`config.mk`:
```
export PLATFORM = sky130hd
export DESIGN_NAME = me_frame_scheduler_flat
export DESIGN_NICKNAME = d
export VERILOG_FILES = /design/src/rtl/me_pkg.sv /design/src/rtl/me_frame_scheduler_if.sv /design/src/rtl/me_cycle_timer.sv /design/src/rtl/me_frame_scheduler.sv /design/src/flat_wrapper.sv
export SDC_FILE = /design/constraint.sdc
export NUM_CORES = 1
export LEC_CHECK = 0
export CORE_ASPECT_RATIO = 0.75
export CORE_MARGIN = 2
export CORE_UTILIZATION = 54
export CTS_CLUSTER_DIAMETER = 50
export CTS_CLUSTER_SIZE = 25
export DETAILED_ROUTE_END_ITERATION = 7
export GPL_TIMING_DRIVEN = 0
export PLACE_DENSITY = 0.85
export SYNTH_ARGS = -nofsm -noshare
export SYNTH_HDL_FRONTEND = slang
export SYNTH_SLANG_ARGS = --single-unit
```
`constraint.sdc`:
```
create_clock -name clock -period 3.55 [get_ports clock]
set_input_delay 0.71 -clock clock [delete_from_list [all_inputs] [get_ports clock]]
set_output_delay 0.71 -clock clock [all_outputs]
set_load 0.005 [all_outputs]
```
`src/rtl/me_pkg.sv`:
```
// Shared types and constants for the motion-estimator frame scheduler.
package me_pkg;

    // Scheduler states, one macroblock in flight at a time.
    typedef enum logic [2:0] {
        ST_IDLE  = 3'd0,
        ST_LOAD  = 3'd1,
        ST_RUN   = 3'd2,
        ST_DRAIN = 3'd3,
        ST_EMIT  = 3'd4,
        ST_DONE  = 3'd5
    } state_t;

    localparam int CYCLES_PER_MB_DEF = 4112;
    localparam int SETTLE_DEF        = 2;
    localparam int DIST_W_DEF        = 8;
    localparam int CNT_W             = 13;   // wide enough for the 0..4111 search count
    localparam int VEC_W             = 4;    // signed vector component width
    localparam int POS_W             = 4;    // macroblock column/row width

    // res_data = {mb_row, mb_col, best_y, best_x, best_dist}; offsets are above best_dist
    localparam int RES_HDR_W   = 2 * POS_W + 2 * VEC_W;
    localparam int RES_X_OFS   = 0;
    localparam int RES_Y_OFS   = VEC_W;
    localparam int RES_COL_OFS = 2 * VEC_W;
    localparam int RES_ROW_OFS = 2 * VEC_W + POS_W;

endpackage

```
`src/rtl/me_frame_scheduler_if.sv`:
```
// Handshake/data bundle between the frame scheduler and its loader, estimator,
// comparator and host.
interface me_frame_scheduler_if
    import me_pkg::*;
#(
    parameter int DIST_W = DIST_W_DEF
) ();

    logic                        frame_start;
    logic                        frame_abort;
    logic                        load_req;
    logic                        load_ack;
    logic [POS_W-1:0]            mb_col;
    logic [POS_W-1:0]            mb_row;
    logic                        me_start;
    logic [DIST_W-1:0]           best_dist;
    logic [VEC_W-1:0]            best_x;
    logic [VEC_W-1:0]            best_y;
    logic                        res_valid;
    logic                        res_ready;
    logic [RES_HDR_W+DIST_W-1:0] res_data;
    logic                        busy;
    logic                        frame_done;
    logic                        aborted;

    // Scheduler side
    modport slave (
        input  frame_start, frame_abort, load_ack, best_dist, best_x, best_y, res_ready,
        output load_req, mb_col, mb_row, me_start, res_valid, res_data, busy, frame_done, aborted
    );

    // Host / environment side
    modport master (
        output frame_start, frame_abort, load_ack, best_dist, best_x, best_y, res_ready,
        input  load_req, mb_col, mb_row, me_start, res_valid, res_data, busy, frame_done, aborted
    );

endinterface

```
`src/rtl/me_cycle_timer.sv`:
```
// Interval timer shared by the RUN and DRAIN phases: clear, count while enabled,
// flag the terminal value.
module me_cycle_timer
    import me_pkg::*;
(
    input  logic             clock,
    input  logic             reset_n,
    input  logic             i_clear,
    input  logic             i_en,
    input  logic [CNT_W-1:0] i_last,
    output logic             o_tc
);

    logic [CNT_W-1:0] r_count;

    // Interval counter: clear wins over enable so every phase starts at zero.
    always_ff @(posedge clock or negedge reset_n) begin
        if (!reset_n) begin
            r_count <= {CNT_W{1'b0}};
        end else if (i_clear) begin
            r_count <= {CNT_W{1'b0}};
        end else if (i_en) begin
            r_count <= r_count + CNT_W'(1);
        end else begin
            r_count <= r_count;
        end
    end

    assign o_tc = i_en && (r_count == i_last);

endmodule

```
`src/rtl/me_frame_scheduler.sv`:
```
// Frame-level sequencer: walks the macroblock grid in raster order, runs one
// full search per macroblock and hands each packed result to the host.
module me_frame_scheduler
    import me_pkg::*;
#(
    parameter int MB_COLS       = 4,
    parameter int MB_ROWS       = 3,
    parameter int CYCLES_PER_MB = CYCLES_PER_MB_DEF,
    parameter int SETTLE        = SETTLE_DEF,
    parameter int DIST_W        = DIST_W_DEF
) (
    input  logic                  clock,
    input  logic                  reset_n,
    me_frame_scheduler_if.slave   bus
);

    localparam int RES_W = RES_HDR_W + DIST_W;
    localparam logic [POS_W-1:0] LAST_COL   = POS_W'(MB_COLS - 1);
    localparam logic [POS_W-1:0] LAST_ROW   = POS_W'(MB_ROWS - 1);
    localparam logic [CNT_W-1:0] RUN_LAST   = CNT_W'(CYCLES_PER_MB - 1);
    localparam logic [CNT_W-1:0] DRAIN_LAST = CNT_W'(SETTLE - 1);

    state_t             r_state;
    state_t             w_state_seq;
    state_t             w_state_nxt;
    logic               w_abort;
    logic               w_handshake;
    logic               w_last_mb;
    logic               w_tc;
    logic               w_tmr_clear;
    logic               w_tmr_en;
    logic [CNT_W-1:0]   w_tmr_last;

    logic               r_load_req;
    logic               r_me_start;
    logic               r_res_valid;
    logic               r_busy;
    logic               r_frame_done;
    logic               r_aborted;
    logic [POS_W-1:0]   r_mb_col;
    logic [POS_W-1:0]   r_mb_row;
    logic [RES_W-1:0]   r_res_data;

    assign w_abort     = bus.frame_abort && (r_state != ST_IDLE);
    assign w_handshake = r_res_valid && bus.res_ready;
    assign w_last_mb   = (r_mb_col == LAST_COL) && (r_mb_row == LAST_ROW);

    // Normal sequencing, ignoring abort.
    always_comb begin
        w_state_seq = r_state;
        case (r_state)
            ST_IDLE:  if (bus.frame_start) w_state_seq = ST_LOAD;  else w_state_seq = ST_IDLE;
            ST_LOAD:  if (bus.load_ack)    w_state_seq = ST_RUN;   else w_state_seq = ST_LOAD;
            ST_RUN:   if (w_tc)            w_state_seq = ST_DRAIN; else w_state_seq = ST_RUN;
            ST_DRAIN: if (w_tc)            w_state_seq = ST_EMIT;  else w_state_seq = ST_DRAIN;
            ST_EMIT: begin
                if (w_handshake) begin
                    if (w_last_mb) w_state_seq = ST_DONE; else w_state_seq = ST_LOAD;
                end else begin
                    w_state_seq = ST_EMIT;
                end
            end
            ST_DONE:  w_state_seq = ST_IDLE;
            default:  w_state_seq = ST_IDLE;
        endcase
    end

    // Abort overrides every other transition; timer restarts on each state change.
    always_comb begin
        w_state_nxt = w_state_seq;
        w_tmr_last  = DRAIN_LAST;
        if (w_abort) begin
            w_state_nxt = ST_IDLE;
        end else begin
            w_state_nxt = w_state_seq;
        end
        if (r_state == ST_RUN) begin
            w_tmr_last = RUN_LAST;
        end else begin
            w_tmr_last = DRAIN_LAST;
        end
    end

    assign w_tmr_clear = (w_state_nxt != r_state);
    assign w_tmr_en    = (r_state == ST_RUN) || (r_state == ST_DRAIN);

    me_cycle_timer u_timer (
        .clock   (clock),
        .reset_n (reset_n),
        .i_clear (w_tmr_clear),
        .i_en    (w_tmr_en),
        .i_last  (w_tmr_last),
        .o_tc    (w_tc)
    );

    // State and control outputs, registered from the next state so they line up with it.
    always_ff @(posedge clock or negedge reset_n) begin
        if (!reset_n) begin
            r_state      <= ST_IDLE;
            r_load_req   <= 1'b0;
            r_me_start   <= 1'b0;
            r_res_valid  <= 1'b0;
            r_busy       <= 1'b0;
            r_frame_done <= 1'b0;
            r_aborted    <= 1'b0;
        end else if (w_abort) begin
            r_state      <= ST_IDLE;
            r_load_req   <= 1'b0;
            r_me_start   <= 1'b0;
            r_res_valid  <= 1'b0;
            r_busy       <= 1'b0;
            r_frame_done <= 1'b0;
            r_aborted    <= 1'b1;
        end else begin
            r_state      <= w_state_nxt;
            r_load_req   <= (w_state_nxt == ST_LOAD);
            r_me_start   <= (w_state_nxt == ST_RUN);
            r_res_valid  <= (w_state_nxt == ST_EMIT);
            r_busy       <= (w_state_nxt != ST_IDLE);
            r_frame_done <= (w_state_nxt == ST_DONE);
            r_aborted    <= 1'b0;
        end
    end

    // Raster position and result capture; position is held from LOAD through the handshake.
    always_ff @(posedge clock or negedge reset_n) begin
        if (!reset_n) begin
            r_mb_col   <= {POS_W{1'b0}};
            r_mb_row   <= {POS_W{1'b0}};
            r_res_data <= {RES_W{1'b0}};
        end else if (w_abort) begin
            r_mb_col   <= {POS_W{1'b0}};
            r_mb_row   <= {POS_W{1'b0}};
            r_res_data <= r_res_data;
        end else begin
            if ((r_state == ST_IDLE) && bus.frame_start) begin
                r_mb_col <= {POS_W{1'b0}};
                r_mb_row <= {POS_W{1'b0}};
            end else if ((r_state == ST_EMIT) && w_handshake && !w_last_mb) begin
                if (r_mb_col == LAST_COL) begin
                    r_mb_col <= {POS_W{1'b0}};
                    r_mb_row <= r_mb_row + POS_W'(1);
                end else begin
                    r_mb_col <= r_mb_col + POS_W'(1);
                    r_mb_row <= r_mb_row;
                end
            end else begin
                r_mb_col <= r_mb_col;
                r_mb_row <= r_mb_row;
            end
            if ((r_state == ST_DRAIN) && w_tc) begin
                r_res_data[DIST_W-1:0]                       <= bus.best_dist;
                r_res_data[DIST_W+RES_X_OFS   +: VEC_W]      <= bus.best_x;
                r_res_data[DIST_W+RES_Y_OFS   +: VEC_W]      <= bus.best_y;
                r_res_data[DIST_W+RES_COL_OFS +: POS_W]      <= r_mb_col;
                r_res_data[DIST_W+RES_ROW_OFS +: POS_W]      <= r_mb_row;
            end else begin
                r_res_data <= r_res_data;
            end
        end
    end

    assign bus.load_req   = r_load_req;
    assign bus.me_start   = r_me_start;
    assign bus.res_valid  = r_res_valid;
    assign bus.res_data   = r_res_data;
    assign bus.busy       = r_busy;
    assign bus.frame_done = r_frame_done;
    assign bus.aborted    = r_aborted;
    assign bus.mb_col     = r_mb_col;
    assign bus.mb_row     = r_mb_row;

endmodule

```
`src/flat_wrapper.sv`:
```
// flat-port wrapper written by rule: the top's interface ports become plain ports
module me_frame_scheduler_flat import me_pkg::*;
#(
    parameter int MB_COLS       = 4,
    parameter int MB_ROWS       = 3,
    parameter int CYCLES_PER_MB = CYCLES_PER_MB_DEF,
    parameter int SETTLE        = SETTLE_DEF,
    parameter int DIST_W        = DIST_W_DEF
)
  (clock, reset_n, bus_frame_start, bus_frame_abort, bus_load_ack, bus_best_dist, bus_best_x, bus_best_y, bus_res_ready, bus_load_req, bus_mb_col, bus_mb_row, bus_me_start, bus_res_valid, bus_res_data, bus_busy, bus_frame_done, bus_aborted);
  me_frame_scheduler_if #(.DIST_W(DIST_W)) bus_i ();
  input  logic clock;
  input  logic reset_n;
  input wire logic [$bits(bus_i.frame_start)-1:0] bus_frame_start;
  input wire logic [$bits(bus_i.frame_abort)-1:0] bus_frame_abort;
  input wire logic [$bits(bus_i.load_ack)-1:0] bus_load_ack;
  input wire logic [$bits(bus_i.best_dist)-1:0] bus_best_dist;
  input wire logic [$bits(bus_i.best_x)-1:0] bus_best_x;
  input wire logic [$bits(bus_i.best_y)-1:0] bus_best_y;
  input wire logic [$bits(bus_i.res_ready)-1:0] bus_res_ready;
  output wire logic [$bits(bus_i.load_req)-1:0] bus_load_req;
  output wire logic [$bits(bus_i.mb_col)-1:0] bus_mb_col;
  output wire logic [$bits(bus_i.mb_row)-1:0] bus_mb_row;
  output wire logic [$bits(bus_i.me_start)-1:0] bus_me_start;
  output wire logic [$bits(bus_i.res_valid)-1:0] bus_res_valid;
  output wire logic [$bits(bus_i.res_data)-1:0] bus_res_data;
  output wire logic [$bits(bus_i.busy)-1:0] bus_busy;
  output wire logic [$bits(bus_i.frame_done)-1:0] bus_frame_done;
  output wire logic [$bits(bus_i.aborted)-1:0] bus_aborted;
  assign bus_i.frame_start = bus_frame_start;
  assign bus_i.frame_abort = bus_frame_abort;
  assign bus_i.load_ack = bus_load_ack;
  assign bus_i.best_dist = bus_best_dist;
  assign bus_i.best_x = bus_best_x;
  assign bus_i.best_y = bus_best_y;
  assign bus_i.res_ready = bus_res_ready;
  assign bus_load_req = bus_i.load_req;
  assign bus_mb_col = bus_i.mb_col;
  assign bus_mb_row = bus_i.mb_row;
  assign bus_me_start = bus_i.me_start;
  assign bus_res_valid = bus_i.res_valid;
  assign bus_res_data = bus_i.res_data;
  assign bus_busy = bus_i.busy;
  assign bus_frame_done = bus_i.frame_done;
  assign bus_aborted = bus_i.aborted;
  me_frame_scheduler #(.MB_COLS(MB_COLS), .MB_ROWS(MB_ROWS), .CYCLES_PER_MB(CYCLES_PER_MB), .SETTLE(SETTLE), .DIST_W(DIST_W)) u_core (.clock(clock), .reset_n(reset_n), .bus(bus_i));
endmodule
```
# After elaboration in Yosys (flattened, before gate mapping)

Index checks and enable logic that the tools add are counted.

$add $sub $neg: 3
Eq/ne operators: 12
Multiplexer cells: 26
Bitwise gates (word level): 1
Reduce and logical (&&, ||, !) cells: 18

Operator list:

| cell                                                | number |
|---|---|
| two-way mux 13 bit                                  | 3 |
| two-way mux 4 bit                                   | 8 |
| two-way mux 3 bit                                   | 5 |
| case mux 3 bit (5 select lines)                     | 1 |
| adder 13 x 1 -> 13 bit, second input constant       | 1 |
| equality test 13 bit                                | 1 |
| nonzero test 3 bit                                  | 4 |
| equality test 3 x 2 -> 1 bit, second input constant | 3 |
| equality test 3 bit, second input constant          | 3 |
| adder 4 x 1 -> 4 bit, second input constant         | 2 |
| equality test 4 x 2 -> 1 bit, second input constant | 2 |
| logical AND 1 bit                                   | 8 |
| two-way mux 1 bit                                   | 8 |
| equality test 3 x 1 -> 1 bit, second input constant | 2 |
| AND reduction 2 bit                                 | 2 |
| logical NOT 3 bit                                   | 1 |
| inequality test 3 bit                               | 1 |
| two-way mux 2 bit                                   | 1 |
| nonzero test 2 bit                                  | 1 |
| logical NOT 1 bit                                   | 1 |
| logical OR 1 bit                                    | 1 |
| NOT 1 bit                                           | 1 |

Flip-flop bits (word level): 54
Bits of input ports: 22
Output and inout port bits: 38
Word-level logic and storage cells: 71

# Logic depth before layout (Yosys ltp)

Gate-level depths: netlist (run 1).

Depth in word-level cells: 9
Depth in mapped cells: 8
Gate-level depth less buffers: 7

# By module

From an unflattened synthesis (run 1), not the netlist that was laid out.

Cell total of the unflattened synthesis: 296
Area total of the unflattened synthesis: 2,693.8 um^2

By module, submodules not included:

| module             | instances | cells each | area an instance (um^2) |
|---|---|---|---|
| me_frame_scheduler | 1         | 207        | 1,843.0 |
| me_cycle_timer     | 1         | 89         | 850.8 |

# Worst setup path before layout (run 1)

OpenSTA, ideal clock, no wires.

Kind: input-to-reg
From: input port bus_frame_abort
To: register u_core.r_res_data[0] (netlist: u_core.bus.res_data[0])
Library setup time: 125 ps
Data arrival time: 1,883 ps
Required time: 3,425 ps
Path slack: 1,543 ps
Stages: 4
Path buffers: 2
Cells stage by stage: clkbuf_1 -> nor4_4 -> buf_6 -> mux2_2

Longest elaborated chain between the ends: 3

RTL lines:

| element                         | RTL line                  | source |
|---|---|---|
| from (decl)                     | flat_wrapper.sv:15        | `input wire logic [$bits(bus_i.frame_abort)-1:0] bus_frame_abort;` |
| logical AND 1 bit               | me_frame_scheduler.sv:44  | `assign w_abort = bus.frame_abort && (r_state != ST_IDLE);` |
| NOT 1 bit (no line)             | -                         |  |
| AND reduction 2 bit (no line)   | -                         |  |
| to (signal assigned)            | me_frame_scheduler.sv:130 | `r_res_data <= {RES_W{1'b0}};` |
| to (signal assigned)            | me_frame_scheduler.sv:134 | `r_res_data <= r_res_data;` |
| to (signal, indexed assignment) | me_frame_scheduler.sv:152 | `r_res_data[DIST_W-1:0] <= bus.best_dist;` |
| to (decl)                       | me_frame_scheduler.sv:42  | `logic [RES_W-1:0] r_res_data;` |

Every way passes these cells.
A chain may end at the register's enable or synchronous reset.

# Worst setup path after layout (run 1)

From: input port bus_frame_abort
To: register u_core.u_timer.r_count[12]

Longest elaborated chain between the ends: 4
Elaborated cells between the ends (all ways): 5

RTL lines:

| element                                                         | RTL line                 | source |
|---|---|---|
| logical AND 1 bit (*)                                           | me_frame_scheduler.sv:44 |  |
| two-way mux 3 bit (*)                                           | me_frame_scheduler.sv:72 | `if (w_abort) begin` |
| inequality test 3 bit (*)                                       | me_frame_scheduler.sv:84 | `assign w_tmr_clear = (w_state_nxt != r_state);` |
| two-way mux 13 bit / nonzero test 2 bit (equally long branches) | -                        |  |
| to (signal assigned)                                            | me_cycle_timer.sv:19     | `r_count <= {CNT_W{1'b0}};` |
| to (signal assigned)                                            | me_cycle_timer.sv:21     | `r_count <= {CNT_W{1'b0}};` |
| to (signal assigned)                                            | me_cycle_timer.sv:23     | `r_count <= r_count + CNT_W'(1);` |
| to (decl)                                                       | me_cycle_timer.sv:14     | `logic [CNT_W-1:0] r_count;` |

Mark *: on every way between the ends. The rest lies on a longest branch, timed or not.

==> impl_results.md, run 1 <==
* Max Cap Viol at 0
* Synth cell types at 43
* 1st-iter DRT viols at 103
* Crit-path max FO at 10
* Worst setup SP type: input pin
* Clock latency on the worst-skew pair at 0.31 ns
* Power, Total at 0.00182 W
* Antenna diode count at 0
* Nets@finish at 327
* Switch share at 31.4%
* GP Congestion at 0.920
* CTS tree: yes
* Commonest non-fill, non-tap cells in the layout: 58 x clkdlybuf4s50_1, 54 x dfrtp_1, 24 x mux2_2
* R2r startpoint: u_core.bus.mb_row[0]
* Avg Inst Size Synth at 11.2 um2
* Fillers at 326
* Post-synth EDFFs at 0
* Post-CTS setup buffers at 0
* Clock Power Share at 19.4%
* Io pins at 60
* Area growth, synth to finish at 29.3%
* Clk_skew at 0.00921 ns
* Post-route clock period utilization at 68.3%
* Clk slew on worst S/H paths at 0.10 ns
* CP Data Arrival Time at 2.60 ns
* Total GRT Usage at 22.6%
* Power Internal at 0.00125 W
* Clk sinks at 54
* Worst-Margin Slew at 0.621 ns
* FP Rows at 21
* Drt wl/cell at 15.5 um
* Setup CP Type: in2reg
* Post-DR vias/cell at 5.64
* Slew HR at 58.6%
* CTS root buf: clkbuf_8
* Main synth FF type: dfrtp_1
* Drt total wl at 5570 um
* Final Hold Fails at 0
* Die width at 84.5 um
* CTS buffer count at 5
* H-tree levels at 2
* Post-synthesis cell area at 2630 um2
* CTS max path bufs at 2
* Area of the die at 5440 um2
* Vias in the first global route at 2,024
* Worst endpoint required time at 3.72 ns
* Initial antenna violation count at 0
* IO Port Bufs at 59
* CTS resizes at 0
* Layout cells sized above 1 at 16.9%
* Chip height at 64.4 um
* DRC at 0
* Largest net degree at the start of global routing at 29
* Async SR Flop Fraction at 100%
* P_sw at 0.000571 W
* Reg2reg path depth at 8
* Seq/Total Area, Yosys at 51.5%
* Register share of total power at 43.8%
* Vias at 2,023
* Reg-to-reg slack, setup at 1.26 ns
* Crit path time final at 2.43 ns
* Syn Inst Count at 234
* Yosys warns at 0
* Final HPWL DP at 4080 um
* PD cells at 536 nW/um2
* Combinational share of power at 36.8%
* Worst vdd ir at 0.000394 V
* Final slew viol count at 0
* Setup_tns at 0 ns
* Outcome: complete, no violations
* Syn_nets at 260
* RSZ-0062 raised after global routing: no
* Fmax at 412 MHz
* Gr ovfl total at 0
* CTS Hold Bufs at 0
* Antenna viol nets, final at 0
* RR Endpoint: u_core.u_timer.r_count[12]
* Setup violations, final at 0
* First-pass GRT wire length at 9710 um
* CP endpoint kind: flop
* Synth Register Bits at 54
* Initial core utilization at 57.4%
* First-pass DRT Iterations at 4
* Core Box Area at 4570 um2
* HP Class: in2async
* Most common cell after layout, fill and taps aside: clkdlybuf4s50_1
* Static leakage at 1.45 nW
-- how the worst max path moves through the flow --
stage | to | slack [ns] | startpoint
4_1_cts | u_core.bus.res_data[16] | 1.14 | bus_frame_abort
6_report | u_core.u_timer.r_count[12] | 1.12 | bus_frame_abort
3_3_place_gp | u_core.bus.res_data[18] | 0.17 | reset_n
5_1_grt | u_core.u_timer.r_count[10] | 0.99 | bus_frame_abort
2_1_floorplan | u_core.bus.res_data[0] | 1.54 | bus_frame_abort
3_5_place_dp | u_core.bus.res_data[16] | 0.82 | bus_frame_abort
-- flip-flops by register name, indices dropped and copies added, names as in the netlist --
| signal | count |
|---|---|
| u_core.bus.aborted | 1 |
| u_core.bus.busy | 1 |
| u_core.bus.frame_done | 1 |
| u_core.bus.load_req | 1 |
| u_core.bus.mb_col | 4 |
| u_core.bus.mb_row | 4 |
| u_core.bus.me_start | 1 |
| u_core.bus.res_data | 24 |
| u_core.bus.res_valid | 1 |
| u_core.r_state | 3 |
| u_core.u_timer.r_count | 13 |
-- cells by family (layout without fill, tap and decap cells) --
family | count (synthesis) | after routing | share of synthesized area, %
buf+inv | 15 | 83 | 3.24
fa+ha+maj | 4 | 4 | 1.91
compound gates | 24 | 24 | 6.77
xor+xnor | 15 | 15 | 5.00
flops | 54 | 54 | 51.5
simple gates | 94 | 94 | 19.8
mux | 28 | 28 | 11.8
-- power groups by stage --
stage	Clock [W]	Combinational [W]	Sequential [W]
2_1_floorplan	0	0.000319	0.000815
3_3_place_gp	0	0.000651	0.000801
3_5_place_dp	0	0.000665	0.000809
4_1_cts	0.000359	0.000674	0.000799
5_1_grt	0.000383	0.000735	0.000815
6_report	0.000353	0.000670	0.000798
-- metrics by stage --
step                instances  cell area, um2  worst slack [ns]  utilization, %  hold slack, ns
finish                    359            3400              1.12            74.3           0.401
global route              359            3400             0.993            74.3           0.439
CTS                       359            3400              1.14            74.3           0.417
detailed placement        351            3300             0.823            72.2           0.494
global placement          350            3290             0.174            71.9           0.488
floorplan                 234            2630              1.54               -           0.414
-- critical path, stage by stage --
cell,delay [ns]
clkdlybuf4s50_1,0.51
clkbuf_1,0.41
or2_2,0.23
o21ai_0,0.11
a32oi_2,0.37
buf_6,0.19
nor3_1,0.07
-- final cells by class --
| class | count | area [um2] | area share (%) |
|---|---|---|---|
| Multi-Input combinational cell | 165 | 1190 | 35.0 |
| Sequential cell | 54 | 1350 | 39.8 |
| Tap cell | 57 | 71.3 | 2.10 |
| Inverter | 5 | 18.8 | 0.553 |
| Buffer | 10 | 66.3 | 1.95 |
| Clock inverter | 3 | 23.8 | 0.700 |
| Clock buffer | 5 | 68.8 | 2.03 |
| Timing Repair Buffer | 60 | 606 | 17.8 |
-- cell usage after synthesis, types with 2 or more instances --
master / instances / area [um2]
nand3_1: 8 / 40.0
nor4_1: 5 / 31.3
xnor2_1: 10 / 87.6
o31ai_1: 4 / 30.0
xor2_1: 5 / 43.8
a21oi_1: 4 / 20.0
nor3b_2: 2 / 25.0
mux2_2: 24 / 270
inv_1: 5 / 18.8
nor2b_1: 6 / 37.5
ha_1: 4 / 50.1
nor2_1: 18 / 67.6
buf_6: 3 / 33.8
nor3b_1: 3 / 22.5
nor3_1: 18 / 90.1
dfrtp_1: 54 / 1350
o21ai_0: 6 / 30.0
or2_2: 4 / 25.0
clkbuf_1: 4 / 15.0
o31a_1: 2 / 17.5
nand4_1: 5 / 31.3
nand2_1: 14 / 52.6
and3b_1: 2 / 17.5
mux2i_1: 4 / 40.0
and2_1: 2 / 12.5
-- layer usage --
layer / vias up / global-route usage [%] / part of all wire, % / routed length [um]
met5: - / 0 / 0 / 0
met4: 0 / 5.75 / 0.79 / 44
met3: 5 / 7.11 / 8.1 / 452
met2: 64 / 33.7 / 44 / 2450
met1: 985 / 32.2 / 47 / 2620
li1: 969 / - / - / -
Note: power is estimated with default switching activity, not from simulation.
==> run 2, diff against run 1 <==
--- a/config.mk
+++ b/config.mk
@@ -7,12 +7,12 @@
 export LEC_CHECK = 0
 export CORE_ASPECT_RATIO = 0.75
 export CORE_MARGIN = 2
-export CORE_UTILIZATION = 54
+export CORE_UTILIZATION = 45
 export CTS_CLUSTER_DIAMETER = 50
 export CTS_CLUSTER_SIZE = 25
 export DETAILED_ROUTE_END_ITERATION = 7
 export GPL_TIMING_DRIVEN = 0
-export PLACE_DENSITY = 0.85
+export PLACE_DENSITY = 0.76
 export SYNTH_ARGS = -nofsm -noshare
 export SYNTH_HDL_FRONTEND = slang
 export SYNTH_SLANG_ARGS = --single-unit
==> constraint.sdc (replaced) <==
create_clock -name clock -period 2 [get_ports clock]
set_input_delay 0.4 -clock clock [delete_from_list [all_inputs] [get_ports clock]]
set_output_delay 0.4 -clock clock [all_outputs]
set_load 0.005 [all_outputs]
==> impl_results.md, run 2 (synthesis results as in run 1) <==
* Outcome: complete, no violations
* Static leakage at 1.61 nW
* Setup CP Type: reg2reg
* P_sw at 0.00113 W
* Clock latency on the worst-skew pair at 0.31 ns
* Total GRT Usage at 20.0%
* Nets@finish at 344
* Worst-Margin Slew at 0.431 ns
* Gr ovfl total at 0
* Most common cell after layout, fill and taps aside: clkdlybuf4s50_1
* Power, Total at 0.00350 W
* Area of the die at 6470 um2
* Chip height at 70.2 um
* Setup_tns at 0 ns
* Clock Power Share at 18.5%
* CTS max path bufs at 2
* First-pass DRT Iterations at 4
* CP endpoint kind: flop
* Worst setup SP type: flop
* Drt total wl at 6830 um
* IO Port Bufs at 59
* 1st-iter DRT viols at 106
* Setup violations, final at 0
* Worst vdd ir at 0.000714 V
* Worst endpoint required time at 2.21 ns
* GP Congestion at 0.887
* CTS root buf: clkbuf_8
* Max reg flops at 24
* CTS buffer count at 5
* Die width at 92.2 um
* PD cells at 912 nW/um2
* Layout cells sized above 1 at 30.1%
* DRC at 0
* Io pins at 60
* CTS tree: yes
* H-tree levels at 2
* RSZ-0062 raised after global routing: yes
* Vias in the first global route at 2,067
* FP Rows at 24
* Final Hold Fails at 0
* Crit-path max FO at 10
* Slew HR at 71.3%
* Largest net degree at the start of global routing at 41
* Register share of total power at 40.9%
* Vias at 2,206
* Clk_skew at 0.00635 ns
* Commonest non-fill, non-tap cells in the layout: 58 x clkdlybuf4s50_1, 46 x dfrtp_1, 17 x nor2_1
* Switch share at 32.2%
* Power Internal at 0.00237 W
* Post-DR vias/cell at 5.56
* First-pass GRT wire length at 10,200 um
* Clk sinks at 54
* Final HPWL DP at 4120 um
* Post-route clock period utilization at 97.6%
* Clk slew on worst S/H paths at 0.11 ns
* Core Box Area at 5740 um2
* Final slew viol count at 0
* Fmax at 512 MHz
* Max Cap Viol at 0
* Initial core utilization at 45.8%
* Initial antenna violation count at 0
* Drt wl/cell at 17.2 um
* Combinational share of power at 40.6%
* CP Data Arrival Time at 2.16 ns
* Area growth, synth to finish at 46.1%
* Crit path time final at 1.95 ns
* HP Class: reg2reg
* Antenna diode count at 0
* Antenna viol nets, final at 0
-- run 2: power by group through the flow --
stage                     clock network (W)  logic [W]  registers (W)
after floorplan                           0   0.000566        0.00145
after global placement                    0    0.00116        0.00142
after detailed placement                  0    0.00118        0.00144
after CTS                          0.000644    0.00127        0.00142
after global routing               0.000693    0.00153        0.00146
final                              0.000647    0.00142        0.00143
-- run 2: layout make-up --
type                       count  area (um2)
fill                         431        1900
timing repair buffer          77         778
clock inverter                 3        21.3
inverter                       5        18.8
buffer                        10        90.1
clock buffer                   5        68.8
multi-input combinational    165        1400
sequential                    54        1360
tap                           78        97.6
-- run 2: through the flow --
| step | instance area [um2] | hold slack (ns) | setup WS (ns) | util, % | std cells |
|---|---|---|---|---|---|
| 2_1_floorplan | 2630 | 0.104 | 0.0641 | - | 234 |
| 3_3_place_gp | 3310 | 0.489 | -1.11 | 57.8 | 371 |
| 3_5_place_dp | 3330 | 0.332 | -0.429 | 58.0 | 372 |
| 4_1_cts | 3590 | 0.518 | -0.00483 | 62.7 | 390 |
| 5_1_grt | 3840 | 0.527 | -0.0637 | 66.9 | 397 |
| 6_report | 3840 | 0.515 | 0.0472 | 66.9 | 397 |
-- run 2: layer usage --
| layer | routed length [um] | vias up | global-route usage (%) | part of all wire (%) |
|---|---|---|---|---|
| met5 | 0 | - | 0 | 0 |
| met4 | 81 | 0 | 5.14 | 1.2 |
| met3 | 418 | 10 | 5.93 | 6.1 |
| met2 | 3310 | 86 | 30.7 | 48 |
| met1 | 3020 | 1103 | 28.0 | 44 |
| li1 | - | 1007 | - | - |
-- run 2: what timing repair did --
item                                   4_1_cts  5_1_grt
pin swaps                                    6       10
setup buffers                                9        6
resized for setup                           24       43
endpoints found under the hold margin       14        0
cloned                                       0        2
setup endpoints to repair                   42       44
hold buffers                                 1        0
-- run 2: worst paths after layout --
path                                              start                    endpoint  slack (ns)  cells after the start
max in group asynchronous                       reset_n   u_core.u_timer.r_count[5]        0.94                      3
min in group asynchronous                       reset_n     u_core.bus.res_data[15]        0.52                      2
worst max register to register        u_core.r_state[1]  u_core.u_timer.r_count[12]        0.05                      7
worst min-delay path            u_core.bus.res_data[11]     u_core.bus.res_data[11]        0.51                      1
worst min register to register  u_core.bus.res_data[11]     u_core.bus.res_data[11]        0.51                      1
worst max-delay path                  u_core.r_state[1]  u_core.u_timer.r_count[12]        0.05                      7
-- run 2: worst max-delay path, cell delays in order (launching register included) --
cell and delay, ns:
dfrtp_2 0.48, clkbuf_2 0.22, a21oi_1 0.22, nor2_1 0.11, or3_4 0.36, a32oi_4 0.22
buf_6 0.18, nor3_1 0.06
==> run 3, diff against run 2 <==
--- a/config.mk
+++ b/config.mk
@@ -7,12 +7,12 @@
 export LEC_CHECK = 0
 export CORE_ASPECT_RATIO = 0.75
 export CORE_MARGIN = 2
-export CORE_UTILIZATION = 45
+export CORE_UTILIZATION = 40
 export CTS_CLUSTER_DIAMETER = 50
 export CTS_CLUSTER_SIZE = 25
 export DETAILED_ROUTE_END_ITERATION = 7
 export GPL_TIMING_DRIVEN = 0
-export PLACE_DENSITY = 0.76
+export PLACE_DENSITY = 0.66
 export SYNTH_ARGS = -nofsm -noshare
 export SYNTH_HDL_FRONTEND = slang
 export SYNTH_SLANG_ARGS = --single-unit
==> constraint.sdc (replaced) <==
create_clock -name clock -period 2.1 [get_ports clock]
set_input_delay 0.42 -clock clock [delete_from_list [all_inputs] [get_ports clock]]
set_output_delay 0.42 -clock clock [all_outputs]
set_load 0.005 [all_outputs]
==> impl_results.md, run 3 (synthesis results as in run 1) <==
* Outcome: complete, no violations
* IO Port Bufs at 59
* Non-filler cells, final at 393
* Clock latency on the worst-skew pair at 0.31 ns
* Worst setup SP type: flop
* Post-route clock period utilization at 95.2%
* Setup violations, final at 0
* Static leakage at 1.55 nW
* CTS Hold Bufs at 0
* Setup_tns at 0 ns
* Largest net degree at the start of global routing at 39
* Crit path time final at 2.00 ns
* Total GRT Usage at 16.3%
* CP endpoint kind: flop
* CP Data Arrival Time at 2.19 ns
* Initial antenna violation count at 0
* CTS tree: yes
* Setup ws final at 0.101 ns
* Clk_skew at 0.00549 ns
* Fmax at 500 MHz
* Drt total wl at 5700 um
* Final Hold Fails at 0
* Antenna viol nets, final at 0
* Nets@finish at 337
* Initial core utilization at 41.6%
* Commonest non-fill, non-tap cells in the layout: 58 x clkdlybuf4s50_1, 51 x dfrtp_1, 24 x mux2_2
* Worst-Margin Slew at 0.418 ns
* CTS buffer count at 5
* Area of the die at 7240 um2
* PD cells at 894 nW/um2
* Fillers at 531
* Max Cap Viol at 0
* Final instance area at 3660 um2
* HP Class: in2async
* Max reg flops at 24
* CTS root buf: clkbuf_8
* Dpl cell area at 3330 um2
* 1st-iter DRT viols at 93
* Core Box Area at 6320 um2
* FP Rows at 25
* Worst endpoint required time at 2.29 ns
* First-pass DRT Iterations at 5
* Reg-to-reg slack, setup at 0.10 ns
* DRC at 0
* Drt wl/cell at 14.5 um
* Post-Route Utilization at 57.9%
* GP Congestion at 0.856
* Layout cells sized above 1 at 25.3%
* Crit-path max FO at 10
* Dpl ws at -0.340 ns
* Dpl cells at 375
* Final slew viol count at 0
* Clk slew on worst S/H paths at 0.10 ns
* Vias at 2,059
* Area growth, synth to finish at 39.3%
* Final HPWL DP at 4010 um
* Post-DR vias/cell at 5.24
* Die width at 97.6 um
* Chip height at 74.2 um
* First-pass GRT wire length at 9540 um
* Most common cell after layout, fill and taps aside: clkdlybuf4s50_1
* H-tree levels at 2
* Io pins at 60
* Worst vdd ir at 0.000519 V
* CTS max path bufs at 2
* Slew HR at 72.2%
* Antenna diode count at 0
* Clk sinks at 54
* Gr ovfl total at 0
* Vias in the first global route at 1,966
* Setup CP Type: reg2reg
==> run 3: cell count changes in the layout (fill, tap and decap cells not counted), moves of 2 or more <==
cell / previous run / this run
mux2_2: 10 / 24
buf_4: 13 / 10
buf_6: 5 / 3
clkbuf_16: 2 / 0
dfrtp_2: 8 / 3
mux2_4: 14 / 0
dfrtp_1: 46 / 51
buf_2: 1 / 3
==> run 3: final timing paths <==
| kind | endpoint | depth (start not counted) | startpoint |
|---|---|---|---|
| worst max-delay path | u_core.u_timer.r_count[9] | 7 | u_core.r_state[1] |
| worst min-delay path | u_core.bus.res_data[12] | 1 | reset_n |
| worst max register to register | u_core.u_timer.r_count[9] | 7 | u_core.r_state[1] |
| worst min register to register | u_core.bus.res_data[14] | 1 | u_core.bus.res_data[14] |
| max in group asynchronous | u_core.u_timer.r_count[6] | 2 | reset_n |
| min in group clock | u_core.bus.res_data[14] | 1 | u_core.bus.res_data[14] |
==> run 3: through the flow <==
step,hold WS (ns),power (W)
after floorplan,0.124,0.00192
after global placement,0.489,0.00247
after detailed placement,0.376,0.00248
after CTS,0.0325,0.00323
after global routing,0.0277,0.00349
final,0.0269,0.00327
==> run 3: layer usage <==
layer / track usage [%] / vias to the layer above / wire, um
li1: - / 986 / -
met1: 23.7 / 1010 / 2750
met2: 24.3 / 59 / 2580
met3: 4.23 / 4 / 324
met4: 5.09 / 0 / 44
met5: 0 / - / 0
==> run 3: layout make-up <==
type	instances	area, um2	area share (%)
timing repair buffer	70	681	18.6
inverter	5	18.8	0.513
clock buffer	5	68.8	1.88
tap	81	101	2.77
multi-input combinational	165	1310	35.9
buffer	10	77.6	2.12
sequential	54	1360	37.1
clock inverter	3	43.8	1.20
==> run 3: where the power goes <==
group | switching (W) | internal [W]
Clock | 0.000352 | 0.000358
Combinational | 0.000526 | 0.000681
Sequential | 0.000107 | 0.00124
Total | 0.000985 | 0.00228
==> run 3: worst max-delay path, stage by stage, from the launching register on <==
cell and delay (ns):
dfrtp_1 0.49, clkbuf_2 0.22, nor2_1 0.17, nor2_1 0.10, or3_1 0.37, a32oi_4 0.27
buf_6 0.19, nor3_1 0.07
==> run 3: repair_timing <==
item | 4_1_cts | 5_1_grt
pin swaps | 3 | 6
resized for setup | 10 | 25
setup buffers | 3 | 7
endpoints found under the setup margin | 34 | 38
